[src/rtl/control_sequencer.sv]
//------------------------------------------------------------------------------
// control_sequencer : multi-cycle fetch/decode/execute sequencer with memory
// wait-state watchdog, conditional jumps and resumable halt.
// Optional build macro: CTRL_SINGLE_STEP_EN (single-step gating after NEXT).
// Revision: 1.0
//------------------------------------------------------------------------------
`default_nettype none

module control_sequencer #(
  parameter int INSTR_W   = 16,
  parameter int OPC_W     = 5,
  parameter int ADDRM_W   = 3,
  parameter int CYC_W     = 4,
  parameter int RET_W     = 16,
  parameter int STALL_MAX = 15
) (
  input  logic               clk,
  input  logic               reset,
  input  logic [INSTR_W-1:0] instruction,
  input  logic               mem_ready,
  input  logic [1:0]         flags,
  input  logic               resume,
  input  logic               step,
  output logic [3:0]         state,
  output logic [CYC_W-1:0]   cycle,
  output logic [OPC_W-1:0]   opcode,
  output logic [ADDRM_W-1:0] addrm,
  output logic               mem_req,
  output logic               pc_load,
  output logic               instr_done,
  output logic               halted,
  output logic               fault,
  output logic [RET_W-1:0]   retired
);

  localparam int c_STALL_W = $clog2(STALL_MAX + 1);
  localparam logic [c_STALL_W-1:0] c_STALL_LAST = c_STALL_W'(STALL_MAX - 1);

  localparam logic [OPC_W-1:0] c_OP_MOV     = OPC_W'(5'h01);
  localparam logic [OPC_W-1:0] c_OP_LDR     = OPC_W'(5'h02);
  localparam logic [OPC_W-1:0] c_OP_STR     = OPC_W'(5'h03);
  localparam logic [OPC_W-1:0] c_OP_LDI     = OPC_W'(5'h04);
  localparam logic [OPC_W-1:0] c_OP_ALU_LO  = OPC_W'(5'h08);
  localparam logic [OPC_W-1:0] c_OP_ALU_HI  = OPC_W'(5'h10);
  localparam logic [OPC_W-1:0] c_OP_JMP     = OPC_W'(5'h18);
  localparam logic [OPC_W-1:0] c_OP_JZ      = OPC_W'(5'h19);
  localparam logic [OPC_W-1:0] c_OP_JNZ     = OPC_W'(5'h1A);
  localparam logic [OPC_W-1:0] c_OP_JC      = OPC_W'(5'h1B);
  localparam logic [OPC_W-1:0] c_OP_JNC     = OPC_W'(5'h1C);
  localparam logic [OPC_W-1:0] c_OP_HLT     = OPC_W'(5'h1F);

  typedef enum logic [3:0] {
    S_FETCH_PC   = 4'd0,
    S_FETCH_INST = 4'd1,
    S_DECODE     = 4'd2,
    S_MEM_R      = 4'd3,
    S_MEM_W      = 4'd4,
    S_ALU_FETCH  = 4'd5,
    S_ALU_OUT    = 4'd6,
    S_JMP        = 4'd7,
    S_NEXT       = 4'd8,
    S_HALT       = 4'd9,
    S_STEP_WAIT  = 4'd10
  } state_t;

  state_t                r_state;
  state_t                w_next;
  logic [c_STALL_W-1:0]  r_stall;
  logic [CYC_W-1:0]      r_cycle;
  logic [OPC_W-1:0]      r_opcode;
  logic [ADDRM_W-1:0]    r_addrm;
  logic                  r_fault;
  logic [RET_W-1:0]      r_retired;

  logic                  w_mem_state;
  logic                  w_wait;
  logic                  w_fault_set;
  logic                  w_jump_cond;
  logic                  w_is_rd;
  logic                  w_is_wr;
  logic                  w_is_alu;
  logic                  w_is_jmp;
  logic                  w_is_hlt;
  logic [OPC_W-1:0]      w_fetch_opc;
  logic [ADDRM_W-1:0]    w_fetch_addrm;

  // Low immediate/operand bits and (in the default build) step are not consumed here.
  logic [INSTR_W-OPC_W-ADDRM_W-1:0] w_unused_instr;
  logic                             w_unused_step;
  assign w_unused_instr = instruction[INSTR_W-OPC_W-ADDRM_W-1:0];
  assign w_unused_step  = step;

  assign w_fetch_opc   = instruction[INSTR_W-1 -: OPC_W];
  assign w_fetch_addrm = instruction[INSTR_W-OPC_W-1 -: ADDRM_W];

  assign w_is_rd  = (r_opcode == c_OP_MOV) || (r_opcode == c_OP_LDR);
  assign w_is_wr  = (r_opcode == c_OP_STR) || (r_opcode == c_OP_LDI);
  assign w_is_alu = (r_opcode >= c_OP_ALU_LO) && (r_opcode <= c_OP_ALU_HI);
  assign w_is_jmp = (r_opcode >= c_OP_JMP) && (r_opcode <= c_OP_JNC);
  assign w_is_hlt = (r_opcode == c_OP_HLT);

  assign w_mem_state = (r_state == S_FETCH_INST) || (r_state == S_MEM_R) ||
                       (r_state == S_MEM_W);
  assign w_wait      = w_mem_state && !mem_ready;

  // flags = {C, Z}
  always_comb begin
    w_jump_cond = 1'b0;
    case (r_opcode)
      c_OP_JMP: w_jump_cond = 1'b1;
      c_OP_JZ:  w_jump_cond = flags[0];
      c_OP_JNZ: w_jump_cond = !flags[0];
      c_OP_JC:  w_jump_cond = flags[1];
      c_OP_JNC: w_jump_cond = !flags[1];
      default:  w_jump_cond = 1'b0;
    endcase
  end

  always_comb begin
    w_next      = r_state;
    w_fault_set = 1'b0;
    case (r_state)
      S_FETCH_PC:   w_next = S_FETCH_INST;
      S_FETCH_INST: if (mem_ready) w_next = S_DECODE;
      S_DECODE: begin
        if (w_is_rd)       w_next = S_MEM_R;
        else if (w_is_wr)  w_next = S_MEM_W;
        else if (w_is_alu) w_next = S_ALU_FETCH;
        else if (w_is_jmp) w_next = S_JMP;
        else if (w_is_hlt) w_next = S_HALT;
        else               w_next = S_NEXT;
      end
      S_MEM_R:      if (mem_ready) w_next = S_MEM_W;
      S_MEM_W:      if (mem_ready) w_next = S_NEXT;
      S_ALU_FETCH:  w_next = S_ALU_OUT;
      S_ALU_OUT:    w_next = S_NEXT;
      S_JMP:        w_next = S_NEXT;
`ifdef CTRL_SINGLE_STEP_EN
      S_NEXT:       w_next = S_STEP_WAIT;
      S_STEP_WAIT:  if (step) w_next = S_FETCH_PC;
`else
      S_NEXT:       w_next = S_FETCH_PC;
      S_STEP_WAIT:  w_next = S_FETCH_PC;
`endif
      S_HALT:       if (resume && !r_fault) w_next = S_FETCH_PC;
      default:      w_next = S_FETCH_PC;
    endcase
    // Watchdog trips on the STALL_MAX-th consecutive waiting cycle.
    if (w_wait && (r_stall == c_STALL_LAST)) begin
      w_next      = S_HALT;
      w_fault_set = 1'b1;
    end
  end

  always_ff @(posedge clk) begin
    if (reset) begin
      r_state   <= S_FETCH_PC;
      r_stall   <= '0;
      r_cycle   <= '0;
      r_opcode  <= '0;
      r_addrm   <= '0;
      r_fault   <= 1'b0;
      r_retired <= '0;
    end else begin
      r_state <= w_next;

      if (w_next != r_state)
        r_stall <= '0;
      else if (w_wait)
        r_stall <= r_stall + 1'b1;

      if (w_next == S_FETCH_PC)
        r_cycle <= '0;
      else if ((w_next != r_state) && (r_cycle != '1))
        r_cycle <= r_cycle + 1'b1;

      if ((r_state == S_FETCH_INST) && mem_ready) begin
        r_opcode <= w_fetch_opc;
        r_addrm  <= (w_fetch_opc == c_OP_MOV) ? w_fetch_addrm : '0;
      end

      if (w_fault_set)
        r_fault <= 1'b1;

      if (r_state == S_NEXT && w_next != S_NEXT)
        r_retired <= r_retired + 1'b1;
    end
  end

  assign state      = r_state;
  assign cycle      = r_cycle;
  assign opcode     = r_opcode;
  assign addrm      = r_addrm;
  assign mem_req    = w_mem_state;
  assign pc_load    = (r_state == S_JMP) && w_jump_cond;
  assign instr_done = (r_state == S_NEXT);
  assign halted     = (r_state == S_HALT);
  assign fault      = r_fault;
  assign retired    = r_retired;

endmodule

`default_nettype wire

[config.mk]
export PLATFORM = sky130hd
export DESIGN_NAME = control_sequencer
export DESIGN_NICKNAME = d
export VERILOG_FILES = /design/src/rtl/control_sequencer.sv
export SDC_FILE = /design/constraint.sdc
export NUM_CORES = 1
export LEC_CHECK = 0
export BUFFER_PORTS_ARGS = -buffer_cell sky130_fd_sc_hd__buf_4
export CELL_PAD_IN_SITES_DETAIL_PLACEMENT = 1
export CELL_PAD_IN_SITES_GLOBAL_PLACEMENT = 1
export CORE_MARGIN = 2
export CORE_UTILIZATION = 33
export CTS_CLUSTER_DIAMETER = 80
export DETAILED_ROUTE_END_ITERATION = 10
export PLACE_DENSITY = 0.71
export SYNTH_ARGS = -nofsm -noshare
export SYNTH_HDL_FRONTEND = slang
export SYNTH_SLANG_ARGS = --single-unit
export TNS_END_PERCENT = 50
[constraint.sdc]
create_clock -name clk -period 1.9 [get_ports clk]
set_clock_uncertainty 0.05 [all_clocks]
set_input_delay 0.38 -clock clk [delete_from_list [all_inputs] [get_ports clk]]
set_output_delay 0.38 -clock clk [all_outputs]
set_load 0.02 [all_outputs]
== Word-level counts from Yosys, hierarchy flattened ==
Index checks and enable logic that the tools add are counted.

* ROM bits: 0
* Memories kept: 0
* Register bits after elaboration: 37
* Bits in latches: 0
* Memory bits (writable): 0
* Output and inout bits: 37
* Input bits: 23
* Word-level logic and storage cells: 74

* Order comparisons: 4
* Add/sub/neg operators: 3
* Equal/unequal tests: 24
* Div/mod/pow operators: 0
* Multiply operators: 0
* Mux-type cells: 14
* Bitwise logic cells: 0
* Reductions and logical operators: 22
* Shift-type cells: 0

{| class="wikitable"
|+ Operators with widths
! cell !! number
|-
| 4-bit 2-to-1 mux || 9
|-
| 4-bit one-hot mux with 8 select lines || 1
|-
| 5-bit equality test (second input constant) || 6
|-
| 16-bit by 1-bit adder with 16-bit output (second input constant) || 1
|-
| 4-bit by 3-bit equality test with 1-bit output (second input constant) || 4
|-
| 4-bit equality test (second input constant) || 3
|-
| 5-bit by 1-bit equality test with 1-bit output (second input constant) || 2
|-
| 5-bit by 2-bit equality test with 1-bit output (second input constant) || 2
|-
| 5-bit less-or-equal comparator (second input constant) || 2
|-
| 1-bit logical AND || 9
|-
| 4-bit by 1-bit adder with 4-bit output (second input constant) || 2
|-
| 4-bit by 2-bit equality test with 1-bit output (second input constant) || 2
|-
| 4-bit zero test || 2
|-
| 4-bit != test (second input constant) || 2
|-
| 2-bit OR reduction || 3
|-
| 5-bit by 3-bit equality test with 1-bit output (second input constant) || 1
|-
| 5-bit by 4-bit greater-or-equal comparator with 1-bit output (second input constant) || 1
|-
| 5-bit greater-or-equal comparator (second input constant) || 1
|-
| 1-bit one-hot mux with 5 select lines || 1
|-
| 4-bit by 1-bit equality test with 1-bit output (second input constant) || 1
|-
| 1-bit zero test || 4
|-
| 1-bit logical OR || 4
|-
| 4-bit != test || 1
|-
| 3-bit 2-to-1 mux || 1
|-
| 1-bit 2-to-1 mux || 2
|}

== Logic depth before layout (Yosys ltp) ==
* Word-level depth: 10
* Mapped depth: 8
* Gate-level depth less buffers: 8

== Worst setup path before layout ==
No wires, ideal clock.

* Path kind: register to register
* From: register r_state[2], in the netlist state[2]
* To: register r_retired[13], in the netlist retired[13]
* Period minus slack after synthesis: 2.218 ns
* Arrival time: 2.097 ns
* Path slack: -0.318 ns
* Stages on the path, launching flop included: 8
* Data required time: 1.779 ns
* Library setup time: 0.071 ns
* Buffers on the path: 2
* Cells stage by stage: dfxtp_1 -> buf_6 -> nor4b_4 -> nand4_2 -> or2_1 -> buf_6 -> or3_1 -> a21oi_1

* Elaborated cells between the ends (all ways): 23
* Classes of those cells: eq/ne (10); mux (6); reduce/logical (7)

{| class="wikitable"
|+ RTL lines
! what !! line !! source
|-
| from (decl) || 66 || <nowiki>state_t r_state;</nowiki>
|-
| from (signal assigned) || 165 || <nowiki>r_state <= w_next;</nowiki>
|-
| 4-bit equality test || n/a ||
|-
| via instr_done || 30 || <nowiki>output logic instr_done,</nowiki>
|-
| 1-bit logical AND || 185 || <nowiki>if (r_state == S_NEXT && w_next != S_NEXT)</nowiki>
|-
| to (signal assigned) || 186 || <nowiki>r_retired <= r_retired + 1'b1;</nowiki>
|-
| to (decl) || 73 || <nowiki>logic [RET_W-1:0] r_retired;</nowiki>
|}

The timed path passes the listed nets, and every way through them passes these cells.
A chain may end at the register's enable or synchronous reset.

== Final worst setup path ==
* From: register r_state[0], in the netlist state[0]
* To: register r_cycle[3], in the netlist cycle[3]

* Word-level cells in the longest chain between the ends: 8
* Elaborated cells between the ends (all ways): 24
* Classes of those cells: eq/ne (9); mux (6); reduce/logical (9)

{| class="wikitable"
|+ RTL lines
! what !! line !! source
|-
| parallel branches: the longest is 8 deep, another holds 4-bit one-hot mux with 8 select lines || n/a ||
|-
| to (signal assigned) || 175 || <nowiki>r_cycle <= r_cycle + 1'b1;</nowiki>
|-
| to (decl) || 69 || <nowiki>logic [CYC_W-1:0] r_cycle;</nowiki>
|}

Several ways; the timed one is not identified.

==> run summary <==
The final reports fail on negative setup slack. The floorplan has 28 rows. Setup repair after global routing could not meet its margin everywhere. The share of the yosys chip area belonging to registers is 36.3%.

The post-placement cell count came out at 415. Counting every net in the synthesized netlist gives 276. The library cells used most frequently in the layout, excluding fill and tap cells, are sky130_fd_sc_hd__buf_4 (107), sky130_fd_sc_hd__nor2_1 (38), sky130_fd_sc_hd__dfxtp_1 (30), sky130_fd_sc_hd__nand2_1 (18). The number of warnings printed during yosys synthesis is 0. The count of hold-fix buffers inserted at cts is 0. The number of slew-limit violations in the final report is 0. The clock transition at the register clock pins on the worst setup and hold paths after CTS is 0.09 ns. The later pin in the worst-skew pair is clocked with a latency of 0.30 ns. The number of detailed-routing iterations run before antenna repair is 4. The count of clock tree sinks is 37.

On the critical path, the stage with the largest delay is an instance of sky130_fd_sc_hd__nor4_1. The number of DRC violations after detailed-routing iteration 0 is 60. The TritonCTS clock tree is yes.

The I/O pin total is 60. The post-synthesis cell type count came out at 52. The slew at the pin closest to its max-slew limit came out at 0.425 ns.

Hold timing on the final database bottoms out at a slack of 0.283 ns. The worst setup path is captured at a register. The die extent in y came out at 82.6 microns. The number of failing hold endpoints at the final stage is 0. Summed over all nets, the half-perimeter wirelength after detailed placement is 4580 microns. The area enclosed by the die boundary came out at 0.00682 sq mm. The post-synthesis instance area is 0.00204 sq mm. The critical path data required time is 2.05 ns.

The fmax came out at 485 MHz. The number of antenna violations at the first check in global routing came out at 0. In this run the worst hold path is classified as input pin to register. The start-to-end type of the worst setup path is register to register. The signal on the critical path passes through buf_4, nor4_1, o21ai_1, a31o_2, a2111o_1, o211a_1. Global routing used 19.9% of the available tracks. Yosys mapped a number of flops with a built-in enable equal to 0. The placeable core region is 0.00596 sq mm. The most used flip-flop cell after synthesis is sky130_fd_sc_hd__dfxtp_1.

The final critical path takes up 108% of the cycle. The synthesis-to-finish area growth is 53.0%. Setup violations remaining at the end of the flow were counted as 9. The width of the chip came out at 82.6 microns. The remaining routing DRC violations is 0.

The number of antenna diodes in the final layout is 0. The number of vias per cell is 5.15. The routed layout has 2199 vias.

Max-cap violations in this run came to 0. The worst register-to-register path begins at state[0]$_SDFF_PP0_. The synthesized instance count came out at 249. Clock tree synthesis inserted a total of 5 buffers. The final critical delay including setup and external delays is 2.06 ns. Data on the critical path arrives at its endpoint at 2.21 ns. The average cell area after synthesis came out at 8.19 sq um.

The first global-routing pass estimated 10600 microns of wire. The clock tree buffer depth is 2. The root buffer cell is sky130_fd_sc_hd__clkbuf_8. The post-layout instance count excluding filler cells is 427. The power per cell area came out at 651 mW/mm^2. The origin of the worst setup path is state[0]$_SDFF_PP0_. The async set-or-reset flop fraction in the synthesized netlist is 0%. The remaining global-route overflow is 0. The count of nets left with antenna violations after detail routing is 0. The quantity of I/O buffers inserted on ports came out at 50.

Headroom to the max-slew limit came out at 71.4%. The routability congestion estimate is 0.789. The synthesis-stage register bit count is 37. The H-tree generated during clock tree synthesis spans 2 levels. The source of the worst hold timing path is instruction[10]. In this run the worst path has a maximum fanout of 8.

The startpoint type of the worst setup path is a register. In the post-route analysis, the smallest setup slack over all paths is -0.160 ns. The total length of routed wires is 6450 microns. The pin count of the biggest net entering global routing came out at 35. The stage delay of the slowest cell on the critical path came out at 0.40 ns. The fraction of layout cells with a size suffix above 1 came out at 43.8%. Leaving out fill and tap cells, the most frequent cell in the layout is sky130_fd_sc_hd__buf_4. The flow ran to the end, but the final reports show violations.

The number of global-route vias before repair is 2257. The routed wirelength normalized by instance count is 15.1 microns. The static leakage power is 0.00136 uW. The number of inserted filler cells in the final layout is 716.

The starting density of the core came out at 34.2%. The worst-case IR drop observed on VDD is 374 uV. The layout net count came out at 378.
-- timing repair --
| item | 4_1_cts | 5_1_grt |
|---|---|---|
| setup endpoints to repair | 18 | 25 |
| endpoints found under the hold margin | 0 | 0 |
| setup buffers | 4 | 0 |
| resized for setup | 21 | 13 |
| pin swaps | 5 | 6 |
-- kinds of logic after synthesis --
kind of cell    share of synthesized area (%)
simple gates                             27.4
xor+xnor                                 6.02
mux                                      3.93
flops                                    36.3
compound gates                           18.8
buf+inv                                  5.03
fa+ha+maj                                2.46
-- synthesized netlist by cell type, types with 2 or more instances --
library cell / n / share of area (%)
sky130_fd_sc_hd__xor2_1: 9 / 3.9
sky130_fd_sc_hd__nand3_1: 9 / 2.2
sky130_fd_sc_hd__a31oi_1: 3 / 0.92
sky130_fd_sc_hd__ha_1: 4 / 2.5
sky130_fd_sc_hd__and3_1: 2 / 0.61
sky130_fd_sc_hd__clkbuf_1: 9 / 1.7
sky130_fd_sc_hd__a21boi_0: 3 / 1.1
sky130_fd_sc_hd__buf_2: 4 / 0.98
sky130_fd_sc_hd__o211a_1: 2 / 0.98
sky130_fd_sc_hd__nand2b_1: 3 / 0.92
sky130_fd_sc_hd__o21ai_0: 12 / 2.9
sky130_fd_sc_hd__and2_1: 2 / 0.61
sky130_fd_sc_hd__nor2_1: 39 / 7.2
sky130_fd_sc_hd__a21oi_1: 13 / 3.2
sky130_fd_sc_hd__a2111oi_0: 2 / 0.86
sky130_fd_sc_hd__a22oi_1: 3 / 1.1
sky130_fd_sc_hd__mux2i_1: 8 / 3.9
sky130_fd_sc_hd__nor4_1: 4 / 1.2
sky130_fd_sc_hd__nand4_1: 5 / 1.5
sky130_fd_sc_hd__nor2b_1: 3 / 0.92
sky130_fd_sc_hd__dfxtp_1: 37 / 36
sky130_fd_sc_hd__xnor2_1: 5 / 2.1
sky130_fd_sc_hd__or3_1: 7 / 2.1
sky130_fd_sc_hd__inv_1: 7 / 1.3
sky130_fd_sc_hd__nand2_1: 19 / 3.5
sky130_fd_sc_hd__nor3_1: 7 / 1.7
sky130_fd_sc_hd__buf_6: 2 / 1.1
sky130_fd_sc_hd__o2bb2ai_1: 2 / 0.86
-- layer usage --
layer	global-route usage [%]	up-vias	wire length, microns
li1	-	1089	-
met1	23.4	1062	2780
met2	36.3	38	3380
met3	3.37	10	188
met4	7.05	0	102
met5	0	-	0
-- power breakdown --
group          internal [uW]  switching (uW)  total [uW]
combinational            285             299         584
sequential               810            44.5         855
clock                    294             297         591
total                   1390             641        2030
-- worst max-delay path: cells and delay by family (launching register included) --
kind,cells,cell delay (ns)
buffers and inverters,1,0.18
DFF,1,0.37
AOI/OAI and AO/OA,4,0.96
and+or+nand+nor,1,0.40
-- metrics by stage --
step	worst slack [ns]	util, %	cell area [sq um]	TNS [ns]	power [uW]
global route	-0.254	52.4	3120	-2.26	2130
detailed placement	-0.210	48.4	2880	-1.75	1390
floorplan	-0.285	-	2070	-2.12	1140
finish	-0.160	52.4	3120	-0.652	2030
CTS	-0.163	51.6	3070	-0.749	2030
global placement	-0.178	48.4	2880	-1.06	1370
-- layout make-up --
class,instances,area [sq um],area share (%)
Timing Repair Buffer,110,837,26.8
Clock inverter,2,13.8,0.441
Tap cell,75,93.8,3.01
Clock buffer,6,82.6,2.65
Inverter,7,26.3,0.843
Multi-Input combinational cell,190,1310,42.1
Sequential cell,37,752,24.1
-- registers in the layout, summed over array words and instances (netlist names) --
name	cells
opcode	5
fault	1
state	4
cycle	4
r_stall	4
retired	16
addrm	3
-- path summary, 6_finish.rpt --
path | to | slack (ns) | depth (start not counted)
setup reg to reg | cycle[3]$_SDFFE_PP0P_ | -0.16 | 6
setup / recovery | cycle[3]$_SDFFE_PP0P_ | -0.16 | 6
hold reg to reg | retired[11]$_SDFFE_PP0P_ | 0.46 | 2
hold / removal | addrm[2]$_SDFFE_PP0P_ | 0.28 | 3
No activity file was read; power rests on OpenSTA's default activity.
